**src/rtl/mdu_iterative.sv**
```systemverilog
// Radix-2 iterative multiply/divide unit returning results in HI/LO (IDLE -> CALC -> FIXUP).
// Optional MDU_EARLY_OUT_EN: zero-operand multiplies and divide-by-zero bypass CALC.
module mdu_iterative #(
  parameter int WIDTH = 32
) (
  input  logic             clk,
  input  logic             rst_n,
  input  logic             start,
  input  logic [1:0]       op,
  input  logic [WIDTH-1:0] Op1,
  input  logic [WIDTH-1:0] Op2,
  input  logic             flush,
  output logic             busy,
  output logic             done,
  output logic             div_by_zero,
  output logic [WIDTH-1:0] HI,
  output logic [WIDTH-1:0] LO
);

  localparam int CW = (WIDTH > 1) ? $clog2(WIDTH) : 1;
  localparam logic [CW-1:0] LAST = CW'(WIDTH - 1);

  typedef enum logic [1:0] {IDLE, CALC, FIXUP} state_t;

  state_t           state_q, state_d;
  logic [CW-1:0]    cnt_q;
  logic             busy_q, done_q, dz_out_q;
  logic [WIDTH-1:0] hi_q, lo_q;
  // a_q: multiplicand/divisor magnitude; p_q: upper product/remainder; b_q: multiplier/quotient
  logic [WIDTH-1:0] a_q, p_q, b_q, p_d, b_d;
  logic             is_div_q, neg_lo_q, neg_hi_q, dz_q;

  logic             sgn_op, s1, s2, early, op2_zero;
  logic [WIDTH-1:0] mag1, mag2;
  logic [WIDTH:0]   sum, shifted, diff;
  logic [2*WIDTH-1:0] prod_fix;
  logic [WIDTH-1:0] hi_fix, lo_fix;

  assign sgn_op   = ~op[0];
  assign s1       = sgn_op & Op1[WIDTH-1];
  assign s2       = sgn_op & Op2[WIDTH-1];
  assign mag1     = s1 ? -Op1 : Op1;
  assign mag2     = s2 ? -Op2 : Op2;
  assign op2_zero = (Op2 == '0);

`ifdef MDU_EARLY_OUT_EN
  assign early = op[1] ? op2_zero : ((Op1 == '0) || op2_zero);
`else
  assign early = 1'b0;
`endif

  always_ff @(posedge clk or negedge rst_n) begin
    if (!rst_n) state_q <= IDLE;
    else        state_q <= state_d;
  end

  // NOTE: every variable assigned in always_comb gets a default first so no latch is inferred.
  always_comb begin
    state_d = state_q;
    unique case (state_q)
      IDLE:    if (start) state_d = early ? FIXUP : CALC;
      CALC:    if (cnt_q == LAST) state_d = FIXUP;
      FIXUP:   state_d = IDLE;
      default: state_d = IDLE;
    endcase
    if (flush) state_d = IDLE;
  end

  // One iteration: shift-add for multiply, restoring shift-subtract for divide.
  always_comb begin
    sum     = {1'b0, p_q} + {1'b0, a_q};
    shifted = {p_q, b_q[WIDTH-1]};
    diff    = shifted - {1'b0, a_q};
    p_d     = p_q;
    b_d     = b_q;
    if (is_div_q) begin
      if (!diff[WIDTH]) begin
        p_d = diff[WIDTH-1:0];
        b_d = {b_q[WIDTH-2:0], 1'b1};
      end else begin
        p_d = shifted[WIDTH-1:0];
        b_d = {b_q[WIDTH-2:0], 1'b0};
      end
    end else if (b_q[0]) begin
      {p_d, b_d} = {sum, b_q[WIDTH-1:1]};
    end else begin
      {p_d, b_d} = {1'b0, p_q, b_q[WIDTH-1:1]};
    end
  end

  always_comb begin
    prod_fix = neg_lo_q ? -{p_q, b_q} : {p_q, b_q};
    if (is_div_q) begin
      hi_fix = neg_hi_q ? -p_q : p_q;
      lo_fix = dz_q ? '1 : (neg_lo_q ? -b_q : b_q);
    end else begin
      hi_fix = prod_fix[2*WIDTH-1:WIDTH];
      lo_fix = prod_fix[WIDTH-1:0];
    end
  end

  // NOTE: sequential state uses non-blocking assignments only; datapath registers are reset
  // too so outputs read as zero straight after an asynchronous reset.
  always_ff @(posedge clk or negedge rst_n) begin
    if (!rst_n) begin
      cnt_q    <= '0;
      busy_q   <= 1'b0;
      done_q   <= 1'b0;
      dz_out_q <= 1'b0;
      hi_q     <= '0;
      lo_q     <= '0;
      a_q      <= '0;
      p_q      <= '0;
      b_q      <= '0;
      is_div_q <= 1'b0;
      neg_lo_q <= 1'b0;
      neg_hi_q <= 1'b0;
      dz_q     <= 1'b0;
    end else begin
      done_q <= 1'b0;
      if (flush) begin
        busy_q <= 1'b0;
      end else begin
        unique case (state_q)
          IDLE: if (start) begin
            busy_q   <= 1'b1;
            cnt_q    <= '0;
            is_div_q <= op[1];
            a_q      <= mag2;
            neg_lo_q <= s1 ^ s2;
            neg_hi_q <= op[1] ? s1 : (s1 ^ s2);
            dz_q     <= op[1] & op2_zero;
            p_q      <= '0;
            b_q      <= mag1;
            // Bypassed requests preload the values the full iteration would converge to.
            if (early) begin
              p_q <= op[1] ? mag1 : '0;
              b_q <= op[1] ? '1 : '0;
            end
          end
          CALC: begin
            cnt_q <= cnt_q + 1'b1;
            p_q   <= p_d;
            b_q   <= b_d;
          end
          FIXUP: begin
            hi_q     <= hi_fix;
            lo_q     <= lo_fix;
            dz_out_q <= dz_q;
            done_q   <= 1'b1;
            busy_q   <= 1'b0;
          end
          default: ;
        endcase
      end
    end
  end

  assign busy        = busy_q;
  assign done        = done_q;
  assign div_by_zero = dz_out_q;
  assign HI          = hi_q;
  assign LO          = lo_q;

endmodule

```
**config.mk**
```make
export PLATFORM = sky130hd
export DESIGN_NAME = mdu_iterative
export DESIGN_NICKNAME = d
export VERILOG_FILES = /design/src/rtl/mdu_iterative.sv
export SDC_FILE = /design/constraint.sdc
export NUM_CORES = 1
export LEC_CHECK = 0
export CAP_MARGIN = 25
export CORE_AREA = 2 2 169 171
export CTS_BUF_LIST = sky130_fd_sc_hd__clkbuf_16
export DETAILED_ROUTE_END_ITERATION = 8
export DIE_AREA = 0 0 171 173
export HOLD_SLACK_MARGIN = 0.05
export PLACE_DENSITY = 0.74
export SETUP_SLACK_MARGIN = 0.05
export SYNTH_ARGS = -nofsm -noshare
export SYNTH_HDL_FRONTEND = slang
export SYNTH_SLANG_ARGS = --single-unit
```
**constraint.sdc**
```tcl
create_clock -name clk -period 6.2 [get_ports clk]
set_clock_uncertainty 0.05 [all_clocks]
set_input_delay 1.24 -clock clk [delete_from_list [all_inputs] [get_ports clk]]
set_output_delay 1.24 -clock clk [all_outputs]
set_load 0.005 [all_outputs]
```
==> metrics.txt <==
status completed; worst slew pin tran 1000 ps; fin util 59.1%; WL met3 3.12 mm; clock root buffer clkbuf_16; power share of the combinational group 59.0%; slowest cell on the critical path or4_1; GP Congestion 0.963; fraction of layout instances using a drive strength above 1 4.14%; Cell Area, Synth 14200 um2; HP Class flip-flop to flip-flop; drt drc 0; metal1 wirelength 19.7 mm; Cell variety after synth 82; final wirelength 43.0 mm; Psw 3750 uW; met2 WL 19.0 mm; internal power 3610 uW; critical path's top delay family compound AO/OA/AOI/OAI gates; die area 29600 um2; Slew headroom 33.3%; starting density of the core 51.3%; worst stage delay on the critical path 700 ps; detailed placer's ending HPWL 32.4 mm; min Tclk post-route 4450 ps; Syn Nets 1926; switching share of total power 51.0%; Lkg Pwr 0.00694 uW; DR pass1 iterations 5; clock sinks 174; Required @ worst endpoint 6510 ps; initial antenna violation count 2; Mapped Cells 1784; Via density 6.05; Die H 173 um; part of the cycle the worst path needs 71.8%; Max-Cap Viols 0; maximum clock rate 0.225 GHz; Top Metal Used met5; CTS buffer count 17; Buf/Inv on CP 1; I/O pins 137; drt wl/cell 19.2 um; RSZ-0062 raised after global routing no; Setup CP Type flip-flop to flip-flop; CTS clk-pin slew, worst paths 80 ps; Area Growth Syn to Fin 15.3%; pins over their slew limit 0; remaining antenna violation count after routing 0; Congestion Overflow GR 0; Vias 13.6k; Ys Warns 0; buffer depth of the longest clock path 2; vias in the first global route 12.7k; Synth area leaders dfrtp_1 (31%), ha_1 (6.2%), nand2_1 (6.1%); Rows 61; Resize count post-CTS 0; EDFF count, synth 0; CP startpoint kind flip-flop; Buffers on Ports 136; cell taking the most area after synthesis dfrtp_1; DIE WIDTH 171 um; endpoints failing hold 0; Power Dens Cells 451 nW/um2; largest net degree at the start of global routing 91; sequential cell area fraction in the yosys report 30.7%; clock power share 15.0%; top_reg_cell synth dfrtp_1; GRT Resource Usage Total 28.9%; Syn Area/Cell 7.94 um2; Reg power frac 26.0%; maximum VDD drop 251 uV; CP Capture Type flip-flop; CP max FO 22; crit-path cells inv_1, ha_1, fa_1, nand2b_1, a21oi_1, o21ai_1, o31a_1, o41ai_4, o41a_2, nand2_1, or4_1, a31oi_1; crit path DAT 4770 ps; Setup violations, final 0; FFs w/ async S/R, synth 100%; first-pass GRT wire length 67.7 mm; # Post-CTS Setup Buffers 0; core footprint 27600 um2; Synth top area share 30.7%; CTS H-Tree Depth 4; NumNets Final 1990; final setup TNS 0 ps; DRT iter0 DRCs 1065; clk_lat worst skew 450 ps; #FFs+latches synth 174; TritonCTS clock tree built; CTS Hold Bufs 0
==> cells in the mapped netlist (6+ instances only) <==
cell type  number
inv_1          65
nor3_1         38
mux2i_1        55
ha_1           70
or3_1          18
xnor2_1        79
nor2b_1         8
buf_1           6
o21ai_0       114
nand2b_1       20
a21oi_1       165
a22o_1          6
a21o_1         23
clkbuf_1       92
or4_1          13
and2_1          8
a211oi_1       13
a31oi_1         9
o221ai_1       11
a22oi_1         8
nor4_1         23
dfrtp_1       174
o31ai_1        26
o211ai_1       18
o41ai_1        10
o21a_1          7
nor2_1        127
xor2_1         89
nand2_1       229
nand3_1        25
o21bai_1       12
o21ai_1       103
nand4_1        12
==> cell families (layout without fill, tap and decap cells) <==
family	count (synthesis)	in the layout	share of synthesized area (%)
AO/OA/AOI/OAI	584	584	25.2
AND/OR/NAND/NOR	556	556	18.4
flip-flops	174	174	30.7
buffers and inverters	172	249	4.65
XOR/XNOR	168	168	10.4
adder cells (fa/ha/maj)	72	72	6.46
multiplexers	58	58	4.12
other	0	1	0
==> worst reg2reg max path: stages (launching register included) <==
cell	delay, ps
dfrtp_1	420
inv_1	130
ha_1	230
fa_1	390
nand2b_1	200
a21oi_1	260
o21ai_1	170
o31a_1	340
o41ai_4	560
o41a_2	260
nand2_1	520
or4_1	700
a31oi_1	160
==> worst paths after layout <==
check	start	depth (start not counted)	end	slack, ps
hold / removal	HI[14]$_DFFE_PN0P_	2	HI[14]$_DFFE_PN0P_	440
setup reg to reg	b_q[31]$_DFFE_PN0P_	12	p_q[28]$_DFFE_PN0P_	1750
setup / recovery	b_q[31]$_DFFE_PN0P_	12	p_q[28]$_DFFE_PN0P_	1750
max in group asynchronous	rst_n	2	a_q[19]$_DFFE_PN0P_	4000
hold reg to reg	HI[14]$_DFFE_PN0P_	2	HI[14]$_DFFE_PN0P_	440
min in group asynchronous	rst_n	1	HI[3]$_DFFE_PN0P_	760
==> power by group through the flow <==
stage          Sequential, uW  Combinational, uW  Clock (uW)
6_report                 1920               4340        1100
5_1_grt                  1950               4760        1160
4_1_cts                  1890               4270        1120
3_5_place_dp             1910               4240           0
3_3_place_gp             1900               4220           0
2_1_floorplan            1610               3380           0
==> cell type report <==
class,count,area [um2]
Fill cell,2585,11300
Multi-Input combinational cell,1438,9190
Sequential cell,174,4360
Timing Repair Buffer,150,1470
Tap cell,378,473
Clock buffer,17,425
Inverter,67,251
Clock inverter,15,174
Antenna cell,1,2.50
==> registers in the layout, summed over array words and instances (netlist names) <==
register,flops
b_q,32
done,1
LO,32
is_div_q,1
p_q,32
cnt_q,5
state_q,2
a_q,32
div_by_zero,1
HI,32
dz_q,1
busy,1
neg_hi_q,1
neg_lo_q,1
==> stage by stage <==
stage | hold WS, ps | instances | power [uW] | setup WS [ps] | area [um2]
6_report | 436 | 2240 | 7360 | 1750 | 16300
5_1_grt | 454 | 2240 | 7870 | 1520 | 16300
4_1_cts | 439 | 2239 | 7270 | 1840 | 16300
3_5_place_dp | 421 | 2207 | 6150 | 1830 | 15700
3_3_place_gp | 418 | 2207 | 6120 | 1890 | 15700
2_1_floorplan | 392 | 1784 | 4990 | 2580 | 14200
==> layer usage <==
layer / global-route usage [%] / vias up
li1: - / 6566
met1: 41.1 / 6376
met2: 44.8 / 537
met3: 4.03 / 76
met4: 9.99 / 2
met5: 0 / -
==> placed cells by master (no fill, tap or decap), types with 14 or more instances in the layout <==
cell,count
a21oi_1,164
nand2b_1,19
a21o_1,23
inv_1,65
xor2_1,89
o21ai_1,103
or3_1,18
o211ai_1,18
clkbuf_16,17
nor3_1,38
dfrtp_1,173
nor2_1,126
nand2_1,229
o31ai_1,26
nand3_1,25
ha_1,70
xnor2_1,79
nor4_1,23
clkdlybuf4s50_1,135
o21ai_0,113
buf_4,14
mux2i_1,55
Power figures use the tool's default switching activity.
